File: config.mk
export PLATFORM = sky130hd
export DESIGN_NAME = multicycle_control_unit
export DESIGN_NICKNAME = d
export VERILOG_FILES = /design/src/rtl/multicycle_control_unit.sv
export SDC_FILE = /design/constraint.sdc
export NUM_CORES = 1
export LEC_CHECK = 0
export BUFFER_PORTS_ARGS = -buffer_cell sky130_fd_sc_hd__buf_2
export CORE_MARGIN = 8
export CORE_UTILIZATION = 41
export DETAILED_ROUTE_END_ITERATION = 6
export GPL_ROUTABILITY_DRIVEN = 0
export PLACE_DENSITY = 0.77
export SLEW_MARGIN = 25
export SYNTH_ARGS = -nofsm -noshare
export SYNTH_HDL_FRONTEND = slang
export SYNTH_SLANG_ARGS = --single-unit
File: constraint.sdc
create_clock -name CLK -period 1.33 [get_ports CLK]
set_clock_uncertainty 0.1 [all_clocks]
set_input_delay 0.1995 -clock CLK [delete_from_list [all_inputs] [get_ports CLK]]
set_output_delay 0.1995 -clock CLK [all_outputs]
set_load 0.05 [all_outputs]
File: src/rtl/multicycle_control_unit.sv
// ---------------------------------------------------------------------------
// multicycle_control_unit
//   FSM controller for the multi-cycle MIPS-subset CPU. Each instruction is
//   sequenced through IF / ID / EXE / MEM / WB states, and the unit drives
//   every datapath enable and mux select for that state.
//
// Ports
//   CLK        in   system clock, rising edge
//   RST        in   synchronous reset, active low (CPU runs while RST=1)
//   opCode     in   IR[31:26]
//   zero       in   ALU result == 0
//   state      out  current FSM state
//   PCWre, IRWre, InsMemRW, RegWre, mRD, mWR       out  enables
//   ALUSrcA, ALUSrcB, ExtSel, DBDataSrc, WrRegDSrc out  1-bit selects
//   RegDst[1:0], PCSrc[1:0], ALUOp[2:0]            out  multi-bit selects
// ---------------------------------------------------------------------------
module multicycle_control_unit (
   input  logic       CLK,
   input  logic       RST,
   input  logic [5:0] opCode,
   input  logic       zero,
   output logic [2:0] state,
   output logic       PCWre,
   output logic       IRWre,
   output logic       InsMemRW,
   output logic       RegWre,
   output logic       mRD,
   output logic       mWR,
   output logic       ALUSrcA,
   output logic       ALUSrcB,
   output logic       ExtSel,
   output logic       DBDataSrc,
   output logic       WrRegDSrc,
   output logic [1:0] RegDst,
   output logic [1:0] PCSrc,
   output logic [2:0] ALUOp
);

   localparam logic [2:0] S_IF      = 3'b000;
   localparam logic [2:0] S_ID      = 3'b001;
   localparam logic [2:0] S_EXE_MEM = 3'b010;
   localparam logic [2:0] S_MEM     = 3'b011;
   localparam logic [2:0] S_WB_LD   = 3'b100;
   localparam logic [2:0] S_EXE_BR  = 3'b101;
   localparam logic [2:0] S_EXE_AL  = 3'b110;
   localparam logic [2:0] S_WB_AL   = 3'b111;

   localparam logic [5:0] OP_ADD   = 6'b000000;
   localparam logic [5:0] OP_SUB   = 6'b000001;
   localparam logic [5:0] OP_ADDIU = 6'b000010;
   localparam logic [5:0] OP_AND   = 6'b010000;
   localparam logic [5:0] OP_ANDI  = 6'b010001;
   localparam logic [5:0] OP_ORI   = 6'b010010;
   localparam logic [5:0] OP_SLTI  = 6'b100110;
   localparam logic [5:0] OP_SW    = 6'b110000;
   localparam logic [5:0] OP_LW    = 6'b110001;
   localparam logic [5:0] OP_BEQ   = 6'b110100;
   localparam logic [5:0] OP_BNE   = 6'b110101;
   localparam logic [5:0] OP_J     = 6'b111000;
   localparam logic [5:0] OP_JR    = 6'b111001;
   localparam logic [5:0] OP_JAL   = 6'b111010;
   localparam logic [5:0] OP_HALT  = 6'b111111;

   logic [2:0] state_q, state_d;
   logic       is_alu, is_imm, is_rtype;
   logic [2:0] alu_op;

   // opcode decode shared by next-state and output logic
   always_comb begin
      is_rtype = (opCode == OP_ADD) || (opCode == OP_SUB) || (opCode == OP_AND);
      is_imm   = (opCode == OP_ADDIU) || (opCode == OP_ANDI) ||
                 (opCode == OP_ORI)   || (opCode == OP_SLTI);
      is_alu   = is_rtype || is_imm;
      unique case (opCode)
         OP_SUB:            alu_op = 3'b001;
         OP_SLTI:           alu_op = 3'b010;
         OP_ORI:            alu_op = 3'b100;
         OP_AND, OP_ANDI:   alu_op = 3'b101;
         default:           alu_op = 3'b000;
      endcase
   end

   // state register
   always_ff @(posedge CLK) begin
      if (!RST) state_q <= S_IF;
      else      state_q <= state_d;
   end

   // next-state logic
   always_comb begin
      state_d = S_IF;
      case (state_q)
         S_IF: state_d = S_ID;
         S_ID: begin
            if (opCode == OP_HALT)                           state_d = S_ID;
            else if (opCode == OP_BEQ || opCode == OP_BNE)   state_d = S_EXE_BR;
            else if (opCode == OP_LW  || opCode == OP_SW)    state_d = S_EXE_MEM;
            else if (is_alu)                                 state_d = S_EXE_AL;
            else                                             state_d = S_IF; // jumps, nop
         end
         S_EXE_AL:  state_d = S_WB_AL;
         S_WB_AL:   state_d = S_IF;
         S_EXE_BR:  state_d = S_IF;
         S_EXE_MEM: state_d = S_MEM;
         S_MEM:     state_d = (opCode == OP_LW) ? S_WB_LD : S_IF;
         S_WB_LD:   state_d = S_IF;
         default:   state_d = S_IF;
      endcase
   end

   // output logic
   always_comb begin
      PCWre = 1'b0; IRWre = 1'b0; InsMemRW = 1'b0; RegWre = 1'b0;
      mRD = 1'b0; mWR = 1'b0; ALUSrcA = 1'b0; ALUSrcB = 1'b0;
      ExtSel = 1'b0; DBDataSrc = 1'b0; WrRegDSrc = 1'b0;
      RegDst = 2'b00; PCSrc = 2'b00; ALUOp = 3'b000;
      case (state_q)
         S_IF: begin
            IRWre    = 1'b1;
            InsMemRW = 1'b1;
         end
         S_ID: begin
            case (opCode)
               OP_J:  begin PCSrc = 2'b11; PCWre = 1'b1; end
               OP_JR: begin PCSrc = 2'b10; PCWre = 1'b1; end
               OP_JAL: begin
                  PCSrc  = 2'b11; PCWre = 1'b1;
                  RegWre = 1'b1;  RegDst = 2'b00; WrRegDSrc = 1'b0;
               end
               OP_HALT, OP_BEQ, OP_BNE, OP_LW, OP_SW: ;
               default: begin
                  // unknown opcodes retire here as a nop
                  if (!is_alu) PCWre = 1'b1;
               end
            endcase
         end
         S_EXE_AL: begin
            ALUSrcB = is_imm;
            ExtSel  = (opCode == OP_ADDIU) || (opCode == OP_SLTI);
            ALUOp   = alu_op;
         end
         S_WB_AL: begin
            RegWre    = 1'b1;
            WrRegDSrc = 1'b1;
            RegDst    = is_rtype ? 2'b10 : 2'b01;
            ALUOp     = alu_op;
            PCWre     = 1'b1;
         end
         S_EXE_BR: begin
            ALUOp  = 3'b001;
            ExtSel = 1'b1;
            PCWre  = 1'b1;
            if (((opCode == OP_BEQ) && zero) || ((opCode == OP_BNE) && !zero))
               PCSrc = 2'b01;
         end
         S_EXE_MEM: begin
            ALUSrcB = 1'b1;
            ExtSel  = 1'b1;
         end
         S_MEM: begin
            if (opCode == OP_SW) begin
               mWR   = 1'b1;
               PCWre = 1'b1;
            end else if (opCode == OP_LW) begin
               mRD = 1'b1;
            end
         end
         S_WB_LD: begin
            mRD       = 1'b1;
            DBDataSrc = 1'b1;
            WrRegDSrc = 1'b1;
            RegDst    = 2'b01;
            RegWre    = 1'b1;
            PCWre     = 1'b1;
         end
         default: ;
      endcase
      // an edge taken under reset must not commit any architectural write
      if (!RST) begin
         PCWre = 1'b0; IRWre = 1'b0; RegWre = 1'b0; mWR = 1'b0; mRD = 1'b0;
      end
   end

   assign state = state_q;

endmodule

==> summary.md, run 1 <==
| Metric | Value |
|---|---|
| Synthesized area per cell | 6.88 um2 |
| # Post-CTS Setup Buffers | 17 |
| Mapped Area | 661 um2 |
| Number of clock sinks | 3 |
| Post-cts sizing count | 91 |
| Largest area contributor in the netlist | dfxtp_1 |
| Post-Syn Nets | 105 |
| Portion of the post-synthesis area used by sequential elements | 0.0909 |
| Top cells by count, synth | nand2_1 (8), nor2_1 (7), nor2b_1 (6) |
| Ys flop type | dfxtp_1 |
| Proportion of synthesized flip-flops having asynchronous set or reset | 0 |
| Die height | 56.1 um |
| Gate count of the mapped netlist | 96 |
| Total placed instance area | 1200 um2 |
| Synth Register Bits | 3 |
| Leading cell types by total area after synthesis | dfxtp_1 (9.1%), nor2b_1 (5.7%), nand2b_1 (4.7%) |
| Count of flip-flops with a built-in enable after synthesis | 0 |
| Count of input and output buffers | 28 |
| Top-count cell post-synth | nand2_1 |
| CTS HTree Levels | 1 |
| CTS buffer count | 3 |
| Number of buffers inserted by hold repair at cts | 0 |
| Run status | did not finish |
| Unique masters post-synth | 42 |
| Starting Density | 0.439 |
| Stop Error | [ERROR DPL-0038] Utilization greater than 100%, impossible to legalize |
| Number of placement rows | 14 |
| Number of primary I/O pins | 30 |
| Post-detail-place hpwl | 2070 um |
| Step where the flow halted | 4_1_cts |
| Horizontal extent of the die | 56.1 um |
| Top cell type's share of synthesized area | 0.0909 |
| Warnings from Yosys | 0 |
| Maximum buffer depth of the clock tree | 2 |
| Clock root cell | clkbuf_4 |
## through the flow
| stage | instances | worst slack, ns | setup TNS (ns) | utilization |
|---|---|---|---|---|
| global placement | 166 | -0.563 | -6.70 | 0.795 |
| floorplan | 96 | -0.513 | -4.69 | - |
| detailed placement | 166 | -0.603 | -7.17 | 0.795 |
## cell families after synthesis
group                  Yosys count  synth area share
other                            1           0.00568
flip-flops                       3            0.0909
AO/OA/AOI/OAI                   22             0.235
AND/OR/NAND/NOR                 58             0.568
buffers and inverters           12             0.100
==> inputs of run 2 (changes only) <==
Settings changed: CORE_AREA set to 8 8 69 71, CORE_MARGIN 8 to unset, CORE_UTILIZATION 41 to unset, DIE_AREA set to 0 0 77 79, PLACE_DENSITY 0.77 to unset, PLACE_DENSITY_LB_ADDON set to 0.15.
Clock period 1.33 ns to 1.73 ns, I/O delays scaled along.
==> run 2 against run 1 <==
Synthesized area did not move. The flow now finishes, with violations (setup timing). Synthesized cell count is the same.
==> summary.md, run 2 <==
| Metric | Value |
|---|---|
| Count of final max-slew check failures | 0 |
| Min Clock Period, post-route | 2.04 ns |
| Count of flip-flops with a built-in enable after synthesis | 0 (unchanged) |
| Aggregate global-route resource usage | 0.112 |
| Final global-route overflow total | 0 |
| Proportion of synthesized flip-flops having asynchronous set or reset | 0 (unchanged) |
| Initial antenna violation count | 0 |
| Final Routed Wirelength | 3380 um |
| Share of the cycle needed by the critical path after routing | 1.18 |
| Data arrival, critical path | 1.68 ns |
| Max incr delay on CP | 0.40 ns |
| Post-route total power | 0.000670 W |
| Worst voltage drop across the vdd grid | 0.135 mV |
| Number of diodes | 0 |
| Vias in the first global route | 1,209 |
| Unrepaired setup endpoints after global routing | true |
| CP Capture Type | output pin |
| Final setup violation count | 15 |
| Number of design rule violations left after detail routing | 0 |
| Top-count cell post-synth | nand2_1 (unchanged) |
| Number of detailed-routing iterations run before antenna repair | 4 |
| Synthesized area per cell | 6.88 um2 (unchanged) |
| Most common cell after layout, fill and taps aside | buf_4 |
| CTS buffer count | 3 (unchanged) |
| Max FO, Critical Path | 3 |
| Clock root cell | clkbuf_8 (was clkbuf_4) |
| Nets | 191 |
| CP startpoint kind | flip-flop |
| TritonCTS clock tree | yes |
| Number of hold violations in the final report | 0 |
| Critical Path Start | state[2] |
| Wire length per cell | 14.6 um |
| Unique masters post-synth | 42 (unchanged) |
| Mapped Area | 661 um2 (unchanged) |
| Leading cell types by total area after synthesis | dfxtp_1 (9.1%), nor2b_1 (5.7%), nand2b_1 (4.7%) (unchanged) |
| Ys flop type | dfxtp_1 (unchanged) |
| Largest area contributor in the netlist | dfxtp_1 (unchanged) |
| Number of DRC violations after detailed-routing iteration 0 | 42 |
| Sequence of cells on the critical path | or3b_4, and4bb_4, a31oi_2, o21ai_4, buf_6 |
| Commonest cells after routing, fill and taps aside | buf_4 (43), buf_6 (23), buf_8 (11), nand2_1 (6), buf_12 (6) |
| Maximum clock frequency | 0.491 GHz |
| Number of primary I/O pins | 30 (unchanged) |
| Clock transition at path regs | 0.03 ns |
| Starting Density | 0.174 (was 0.439) |
| Fraction of layout instances using a drive strength above 1 | 0.812 |
| Area of the core | 3800 um2 |
| Global-route wire length before repair | 5630 um |
| Top cell type's share of synthesized area | 0.0909 (unchanged) |
| Post-detail-place hpwl | 2250 um (was 2070 um) |
| Number of routed nets with antenna violations | 0 |
| Portion of the post-synthesis area used by sequential elements | 0.0909 (unchanged) |
| Failing checks | setup timing |
| Flip-flop count of the largest register after layout | 3 |
| Largest net degree at the start of global routing | 12 |
| Gate count of the mapped netlist | 96 (unchanged) |
| Required time reported for the critical path endpoint | 1.37 ns |
| Total negative setup slack | -1.45 ns |
| Max-cap violation count | 0 |
| Worst setup path class | reg -> out |
| Horizontal extent of the die | 77 um (was 56.1 um) |
| Total power divided by cell area | 334 nW/um2 |
| Clk_lat worst skew | 0.22 ns |
| Warnings from Yosys | 0 (unchanged) |
| Count of input and output buffers | 28 (unchanged) |
| Utilization after layout | 0.528 |
| Number of clock sinks | 3 (unchanged) |
| Leak Pwr | 0.856 nW |
| Top cells by count, synth | nand2_1 (8), nor2_1 (7), nor2b_1 (6) (unchanged) |
| Hold Startpoint | RST |
| Run status | complete, but fails checks (was did not finish) |
| Slowest stage cell, crit path | or3b_4 |
| Beginning of the worst register-to-register path | state[1] |
| Area grow syn2layout | 204% |
| Synth Register Bits | 3 (unchanged) |
| Die height | 79 um (was 56.1 um) |
| CTS HTree Levels | 1 (unchanged) |
| Vias | 1,063 |
| Die Area | 6080 um2 |
| Hold Path Class | in -> reg |
| Post-Syn Nets | 105 (unchanged) |
| Number of placement rows | 23 (was 14) |
| Maximum buffer depth of the clock tree | 2 (unchanged) |
| Post-layout worst setup margin | -0.308 ns |
| Drt via density | 4.60 |
run 2: area by class of cell:
class	instances	area (um2)
Multi-Input combinational cell	81	871
Clock buffer	4	45.0
Fill cell	356	1790
Timing Repair Buffer	90	945
Tap cell	50	62.6
Inverter	3	11.3
Sequential cell	3	71.3
run 2: worst paths after layout:
kind | to | slack [ns] | depth (start not counted)
max | PCSrc[0] | -0.31 | 5
min | state[1] | 0.25 | 3
max reg2reg | state[1] | 0.17 | 8
min reg2reg | state[2] | 0.65 | 3
run 2: layer usage:
metal | global-route usage | vias to the layer above | share of wire
met1 | 0.112 | 506 | 0.40
met2 | 0.221 | 30 | 0.54
li1 | - | 519 | -
met3 | 0.0271 | 8 | 0.041
met4 | 0.0340 | 0 | 0.020
met5 | 0 | - | 0
run 2: timing repair:
action	4_1_cts	5_1_grt
gates cloned	1	1
setup buffers	27	4
hold buffers	0	0
pin swaps	25	10
setup endpoints to repair	16	18
gates resized for setup	107	20
run 2: power by group:
part	total, W	switching (W)	internal (W)	leakage [nW]
Sequential	0.0000726	0.00000206	0.0000705	0.0266
Clock	0.000210	0.0000526	0.000158	0.0228
Combinational	0.000387	0.000183	0.000204	0.807
Total	0.000670	0.000237	0.000432	0.856
run 2: through the flow:
stage               hold slack [ns]  setup WS (ns)  cells  cell area (um2)
floorplan                     0.470         -0.173     96              832
global placement              0.471         -0.335    198             1210
detailed placement            0.473         -0.354    198             1210
CTS                           0.251         -0.337    229             1900
global route                  0.271         -0.365    231             2010
finish                        0.255         -0.308    231             2010
run 2: cell families (layout without fill, tap and decap cells):
family          after synthesis  in the layout  synth area share
other cells                   1              1           0.00568
simple gates                 58             58             0.568
flops                         3              3            0.0909
buf+inv                      12             97             0.100
compound gates               22             22             0.235
run 2: worst max-delay path, delay by kind of cell, from the launching register on:
family | cells | cell delay (ns)
and+or+nand+nor | 2 | 0.76
buffers and inverters | 1 | 0.17
DFF | 1 | 0.33
AOI/OAI and AO/OA | 2 | 0.20
Power figures use the tool's default switching activity.
==> inputs of run 3 (changes only) <==
Settings changed: ABC_AREA set to 1.
==> run 3 against run 2 <==
The run still ends with setup timing left. Cell area down 32%. Final cell count down 6.5%. Power down 21%. Worst hold slack better by 0.22 ns. Core utilization down 17 points. First-iteration DRC count down 38%. Sequential share of layout area up 1.7 points. Count of clock-buffer cells in the layout unchanged. Fmax up 13%. Sequential power up 8.3%. Wire length down 28%. Global-route usage down 3.1 points. Critical path type unchanged.
==> summary.md, run 3 <==
| Metric | Value |
|---|---|
| Fraction of the mapped netlist area in compound gates | 0.126 (was 0.235) |
| CP startpoint kind | flip-flop (unchanged) |
| Clock root cell | clkbuf_8 (unchanged) |
| Largest area contributor in the netlist | nand2_1 (was dfxtp_1) |
| Number of filler cells placed in the layout | 427 (was 356) |
| Multi-input gate area | 636 um2 (was 871 um2) |
| Warnings from Yosys | 0 (unchanged) |
| Run status | complete, but fails checks (unchanged) |
| Count of input and output buffers | 28 (unchanged) |
| CP Capture Type | output pin (unchanged) |
| Slowest stage cell, crit path | dfxtp_4 (was or3b_4) |
| Unique masters post-synth | 24 (was 42) |
| Number of diodes | 0 (unchanged) |
| Number of DRC violations after detailed-routing iteration 0 | 26 (was 42) |
| Total power divided by cell area | 390 nW/um2 (was 334 nW/um2) |
| Number of routed nets with antenna violations | 0 (unchanged) |
| Filler-free cell count of the finished design | 216 (was 231) |
| Transition time at the pin with the least slew margin | 0.520 ns |
| Die height | 79 um (unchanged) |
| Post-place setup slack | -0.112 ns (was -0.354 ns) |
| Top cells by count, synth | nand2_1 (21), nor2_1 (21), inv_1 (15) (was nand2_1 (8), nor2_1 (7), nor2b_1 (6)) |
| Final setup violation count | 4 (was 15) |
| Simple-gate share of the synthesized area | 0.560 (was 0.568) |
| Hold Path Class | in -> reg (unchanged) |
| Initial antenna violation count | 0 (unchanged) |
| Number of primary I/O pins | 30 (unchanged) |
| Proportion of synthesized flip-flops having asynchronous set or reset | 0 (unchanged) |
| Clk_lat worst skew | 0.21 ns (was 0.22 ns) |
| Fraction of layout instances using a drive strength above 1 | 0.741 (was 0.812) |
| Die Area | 6080 um2 (unchanged) |
| Number of clock sinks | 3 (unchanged) |
| Max FO, Critical Path | 5 (was 3) |
| Placed Instances | 204 (was 198) |
| CTS HTree Levels | 1 (unchanged) |
| Sequential cell area | 71.3 um2 (unchanged) |
| XOR/XNOR share of the synthesized area | 0.0158 (was 0) |
| Top cell type's share of synthesized area | 0.142 (was 0.0909) |
| Clock transition at path regs | 0.03 ns (about the same) |
| Nets | 176 (was 191) |
| Number of placement rows | 23 (unchanged) |
| Starting Density | 0.146 (was 0.174) |
| Post-route total power | 0.000531 W (was 0.000670 W) |
| Most common cell after layout, fill and taps aside | buf_4 (unchanged) |
| Vias | 876 (was 1,063) |
| Share of the cycle needed by the critical path after routing | 1.04 (was 1.18) |
| Aggregate global-route resource usage | 0.0806 (was 0.112) |
| Maximum buffer depth of the clock tree | 2 (unchanged) |
| Area grow syn2layout | 146% (was 204%) |
| Area of the core | 3800 um2 (unchanged) |
| Min Clock Period, post-route | 1.80 ns (was 2.04 ns) |
| Post-detail-place hpwl | 2020 um (was 2250 um) |
| Wire length per cell | 11.3 um (was 14.6 um) |
| Maximum clock frequency | 0.556 GHz (was 0.491 GHz) |
| Horizontal extent of the die | 77 um (unchanged) |
| Count of flip-flops with a built-in enable after synthesis | 0 (unchanged) |
| Leading cell types by total area after synthesis | nand2_1 (14%), nor2_1 (14%), dfxtp_1 (11%) (was dfxtp_1 (9.1%), nor2b_1 (5.7%), nand2b_1 (4.7%)) |
| Max incr delay on CP | 0.36 ns (was 0.40 ns) |
| Final Routed Wirelength | 2440 um (was 3380 um) |
| TritonCTS clock tree | yes (unchanged) |
| Max-cap violation count | 0 (unchanged) |
| Ys flop type | dfxtp_1 (unchanged) |
| Drt via density | 4.06 (was 4.60) |
| Main combinational cell family by area after synthesis | simple AND/OR/NAND/NOR gates (unchanged) |
| Post-layout worst setup margin | -0.0675 ns (was -0.308 ns) |
| Synth Register Bits | 3 (unchanged) |
| Failing checks | setup timing (unchanged) |
| Adder-cell share of the synthesized area | 0 (unchanged) |
| Gate count of the mapped netlist | 106 (was 96) |
| Required time reported for the critical path endpoint | 1.37 ns (about the same) |
| Normalized max-slew margin | 0.653 |
| CTS buffer count | 3 (unchanged) |
| Sequence of cells on the critical path | nor3_4, nand4_1, buf_4, o32ai_4, buf_6 (was or3b_4, and4bb_4, a31oi_2, o21ai_4, buf_6) |
| Count of final max-slew check failures | 0 (unchanged) |
| Portion of netlist area occupied by mux cells | 0 (unchanged) |
| Number of detailed-routing iterations run before antenna repair | 4 (unchanged) |
| Worst setup path class | reg -> out (unchanged) |
| Worst voltage drop across the vdd grid | 0.135 mV (about the same) |
| Final global-route overflow total | 0 (unchanged) |
| Data arrival, critical path | 1.44 ns (was 1.68 ns) |
| Number of design rule violations left after detail routing | 0 (unchanged) |
| Mapped Area | 554 um2 (was 661 um2) |
| Synthesized area per cell | 5.23 um2 (was 6.88 um2) |
| Portion of the post-synthesis area used by sequential elements | 0.108 (was 0.0909) |
| Number of hold violations in the final report | 0 (unchanged) |
| Unrepaired setup endpoints after global routing | true (unchanged) |
| Largest net degree at the start of global routing | 9 (was 12) |
| Post-Syn Nets | 115 (was 105) |
| Global-route wire length before repair | 4150 um (was 5630 um) |
| Commonest cells after routing, fill and taps aside | buf_4 (30), buf_2 (15), nand2_1 (12), buf_6 (12), nor2_2 (10) (was buf_4 (43), buf_6 (23), buf_8 (11), nand2_1 (6), buf_12 (6)) |
| Leak Pwr | 0.624 nW (was 0.856 nW) |
| Flip-flop count of the largest register after layout | 3 (unchanged) |
| Vias in the first global route | 929 (was 1,209) |
run 3: cell types whose count changed in the layout (fill, tap and decap cells not counted), sizes merged, moves of 3 or more:
cell and delta:
buf -30, nor2 +18, inv +16, nand2 +15, nand3 +8, nor2b -6
nand2b -5, and2 -4, a21oi +3, or2 -3, or3b -3
run 3: stage by stage:
step           utilization  hold WS [ns]  area [um2]  setup TNS, ns
2_1_floorplan            -         0.464         682         -0.651
3_3_place_gp         0.270         0.579        1030         -0.129
3_5_place_dp         0.270         0.569        1030         -0.177
4_1_cts              0.315         0.464        1190         -0.287
5_1_grt              0.358         0.515        1360         -0.728
6_report             0.358         0.472        1360         -0.153
run 3: path summary, 6_finish.rpt:
path            start       end  slack [ns]  cells past startpoint
min reg2reg  state[0]  state[0]        0.57                      4
min               RST  state[2]        0.47                      3
max          state[2]  PCSrc[0]       -0.07                      5
max reg2reg  state[2]  state[1]        0.47                      6
run 3: repair_timing:
action | CTS | global route
hold buffers | 0 | 0
setup endpoints to repair | 12 | 14
resized for setup | 33 | 39
pin swaps | 3 | 10
buffers inserted | 3 | 6
run 3: cells by family (layout without fill, tap and decap cells):
family,after synthesis,count (layout)
simple gates,66,66
buf+inv,22,82
compound gates,13,13
other cells,1,1
flops,3,3
xor+xnor,1,1
run 3: final cells by class:
| cell class | instances | share of cell area |
|---|---|---|
| multi-input cells | 81 | 0.467 |
| well taps | 50 | 0.0460 |
| clock buffers | 4 | 0.0331 |
| repair buffers | 59 | 0.342 |
| flip-flops and latches | 3 | 0.0524 |
| inverters | 19 | 0.0597 |
run 3: power by group:
group | switching (W) | internal [W] | leakage (nW)
Sequential | 0.00000732 | 0.0000713 | 0.0266
Clock | 0.0000446 | 0.000157 | 0.0228
Combinational | 0.000156 | 0.0000953 | 0.575
Total | 0.000207 | 0.000324 | 0.624
run 3: critical path: cells and delay by family, from the launching register on:
family | cells | cell delay, ns
buf+inv | 2 | 0.38
flops | 1 | 0.36
simple gates | 2 | 0.35
compound gates | 1 | 0.12
run 3: layer usage:
metal	GRT usage	wire length, um
met1	0.0935	1030
met2	0.136	1270
met3	0.0226	135
met4	0.0358	0
met5	0	0
==> inputs of run 4 (changes only) <==
Settings changed: SETUP_SLACK_MARGIN set to 0.2, TNS_END_PERCENT set to 50.
==> run 4 against run 3 <==
The flow still finishes with violations (setup timing). Register-to-register slack worse by 0.19 ns. Critical endpoint unchanged. Non-clock buffer count rose by 1. Sequential cell count stayed put. Core utilization increased by 3.8 points. Wire length grew 4.7%. Worst hold slack lost 0.018 ns. Count of clock-buffer cells in the layout stayed put.
==> summary.md, run 4 (same netlist as run 3, synthesis figures left out) <==
| Metric | Value |
|---|---|
| Share of the cycle needed by the critical path after routing | 1.07 (was 1.04) |
| Design Area, Final | 1510 um2 (was 1360 um2) |
| Leak Pwr | 0.678 nW (was 0.624 nW) |
| Commonest cells after routing, fill and taps aside | buf_4 (27), buf_6 (15), nor2_4 (14), nand2_1 (12), buf_2 (11) (was buf_4 (30), buf_2 (15), nand2_1 (12), buf_6 (12), nor2_2 (10)) |
| Worst voltage drop across the vdd grid | 0.145 mV (was 0.135 mV) |
| Hold Path Class | in -> reg (unchanged) |
| Post-place setup slack | -0.0537 ns (was -0.112 ns) |
| Final setup violation count | 7 (was 4) |
| Clk_lat worst skew | 0.21 ns (about the same) |
| Number of instances on the worst hold path | 3 (unchanged) |
| Setup slack of the worst register-to-register path | 0.28 ns (was 0.47 ns) |
| Total met2 wirelength after detailed routing | 1360 um (was 1270 um) |
| Maximum clock frequency | 0.541 GHz (was 0.556 GHz) |
| Max-cap violation count | 0 (unchanged) |
| Reg2reg end | state[2] (was state[1]) |
| Drt via density | 4.02 (was 4.06) |
| Number of detailed-routing iterations run before antenna repair | 4 (unchanged) |
| Met1 Wirelength | 1090 um (was 1030 um) |
| Total power divided by cell area | 361 nW/um2 (was 390 nW/um2) |
| CP Capture Type | output pin (unchanged) |
| CTS buffer count | 3 (unchanged) |
| Max FO, Critical Path | 4 (was 5) |
| Number of buffers inserted by hold repair at cts | 0 (unchanged) |
| Final global-route overflow total | 0 (unchanged) |
| Min Clock Period, post-route | 1.85 ns (was 1.80 ns) |
| Number of hold violations in the final report | 0 (unchanged) |
| Initial antenna violation count | 0 (unchanged) |
| Failing checks | setup timing (unchanged) |
| Final Routed Wirelength | 2550 um (was 2440 um) |
| Starting Density | 0.146 (unchanged) |
| Critical path capture point | PCSrc[0] (unchanged) |
| Largest net degree at the start of global routing | 9 (unchanged) |
| Aggregate global-route resource usage | 0.0849 (was 0.0806) |
| Number of routed nets with antenna violations | 0 (unchanged) |
| CP startpoint kind | flip-flop (unchanged) |
| Critical Path Start | state[2] (unchanged) |
| TritonCTS clock tree | yes (unchanged) |
| Number of placement rows | 23 (unchanged) |
| Clock transition at path regs | 0.03 ns (about the same) |
| Number of clock sinks | 3 (unchanged) |
| Wire length per cell | 11.8 um (was 11.3 um) |
| Count of input and output buffers | 28 (unchanged) |
| Utilization after layout | 0.396 (was 0.358) |
| Global-route wire length before repair | 4310 um (was 4150 um) |
| Required time reported for the critical path endpoint | 1.37 ns (about the same) |
| Number of diodes | 0 (unchanged) |
| Worst hold slack | 0.454 ns (was 0.472 ns) |
| Clock root cell | clkbuf_8 (unchanged) |
| Die Area | 6080 um2 (unchanged) |
| Flip-flop count of the largest register after layout | 3 (unchanged) |
| Unrepaired setup endpoints after global routing | true (unchanged) |
| Number of DRC violations after detailed-routing iteration 0 | 21 (was 26) |
| Horizontal extent of the die | 77 um (unchanged) |
| Beginning of the worst register-to-register path | state[2] (unchanged) |
| Maximum buffer depth of the clock tree | 2 (unchanged) |
| Die height | 79 um (unchanged) |
| Number of primary I/O pins | 30 (unchanged) |
| Post-detail-place hpwl | 2000 um (was 2020 um) |
| Max incr delay on CP | 0.36 ns (about the same) |
| Worst setup path class | reg -> out (unchanged) |
| Total met3 wirelength after detailed routing | 104 um (was 135 um) |
| Vias | 872 (was 876) |
| Sequence of cells on the critical path | buf_4, buf_12, clkinv_8, nor2_4, nand2_4, o32ai_4, buf_6 (was nor3_4, nand4_1, buf_4, o32ai_4, buf_6) |
| Post-layout worst setup margin | -0.120 ns (was -0.0675 ns) |
| Slowest stage cell, crit path | dfxtp_4 (unchanged) |
| Number of design rule violations left after detail routing | 0 (unchanged) |
| Total negative setup slack | -0.441 ns (was -0.153 ns) |
| Data arrival, critical path | 1.49 ns (was 1.44 ns) |
| Fraction of layout instances using a drive strength above 1 | 0.754 (was 0.741) |
| Total placed instance area | 1050 um2 (was 1030 um2) |
| Cell count of the worst reg-to-reg path | 9 (was 6) |
| Count of final max-slew check failures | 0 (unchanged) |
| Most common cell after layout, fill and taps aside | buf_4 (unchanged) |
| Vias in the first global route | 938 (was 929) |
| CTS HTree Levels | 1 (unchanged) |
| Nets | 177 (was 176) |
| Number of filler cells placed in the layout | 411 (was 427) |
| Area grow syn2layout | 172% (was 146%) |
| Uppermost signal routing layer after detailed routing | met3 (unchanged) |
| Area of the core | 3800 um2 (unchanged) |
| Run status | complete, but fails checks (unchanged) |
run 4: worst min-delay path by stage:
stage / startpoint / to
finish: RST / state[1]
global route: RST / state[2]
CTS: RST / state[1]
detailed placement: state[0] / state[0]
global placement: state[0] / state[2]
floorplan: opCode[2] / state[0]
run 4: layout make-up:
type                    count  area (um2)  area share
flip-flops and latches      3        71.3      0.0474
clock buffers               4        45.0      0.0299
repair buffers             60         542       0.360
inverters                  19        91.3      0.0607
multi-input cells          81         693       0.461
well taps                  50        62.6      0.0416
run 4: per-stage QoR:
step,power [W],instances
2_1_floorplan,0.000216,106
3_3_place_gp,0.000283,202
3_5_place_dp,0.000282,202
4_1_cts,0.000531,213
5_1_grt,0.000574,217
6_report,0.000543,217
run 4: report_power, final:
part	internal, W	leakage, nW	switching (W)
registers	0.0000712	0.0266	0.00000507
clock network	0.000157	0.0228	0.0000458
logic	0.000103	0.629	0.000161
total	0.000331	0.678	0.000212
run 4: repair_timing:
| item | in CTS | in global routing |
|---|---|---|
| setup endpoints to repair | 17 | 17 |
| pin swaps | 13 | 9 |
| buffers inserted | 7 | 4 |
| resized for setup | 77 | 18 |
run 4: routing by layer:
metal,global-route usage,vias up
met2,0.155,17
li1,-,460
met1,0.0950,395
met5,0,-
met3,0.0237,0
met4,0.0226,0
run 4: critical path, delay by kind of cell (launching register included):
kind            cells  cell delay [ns]
flops               1             0.36
buf+inv             4             0.49
simple gates        2             0.22
compound gates      1             0.21
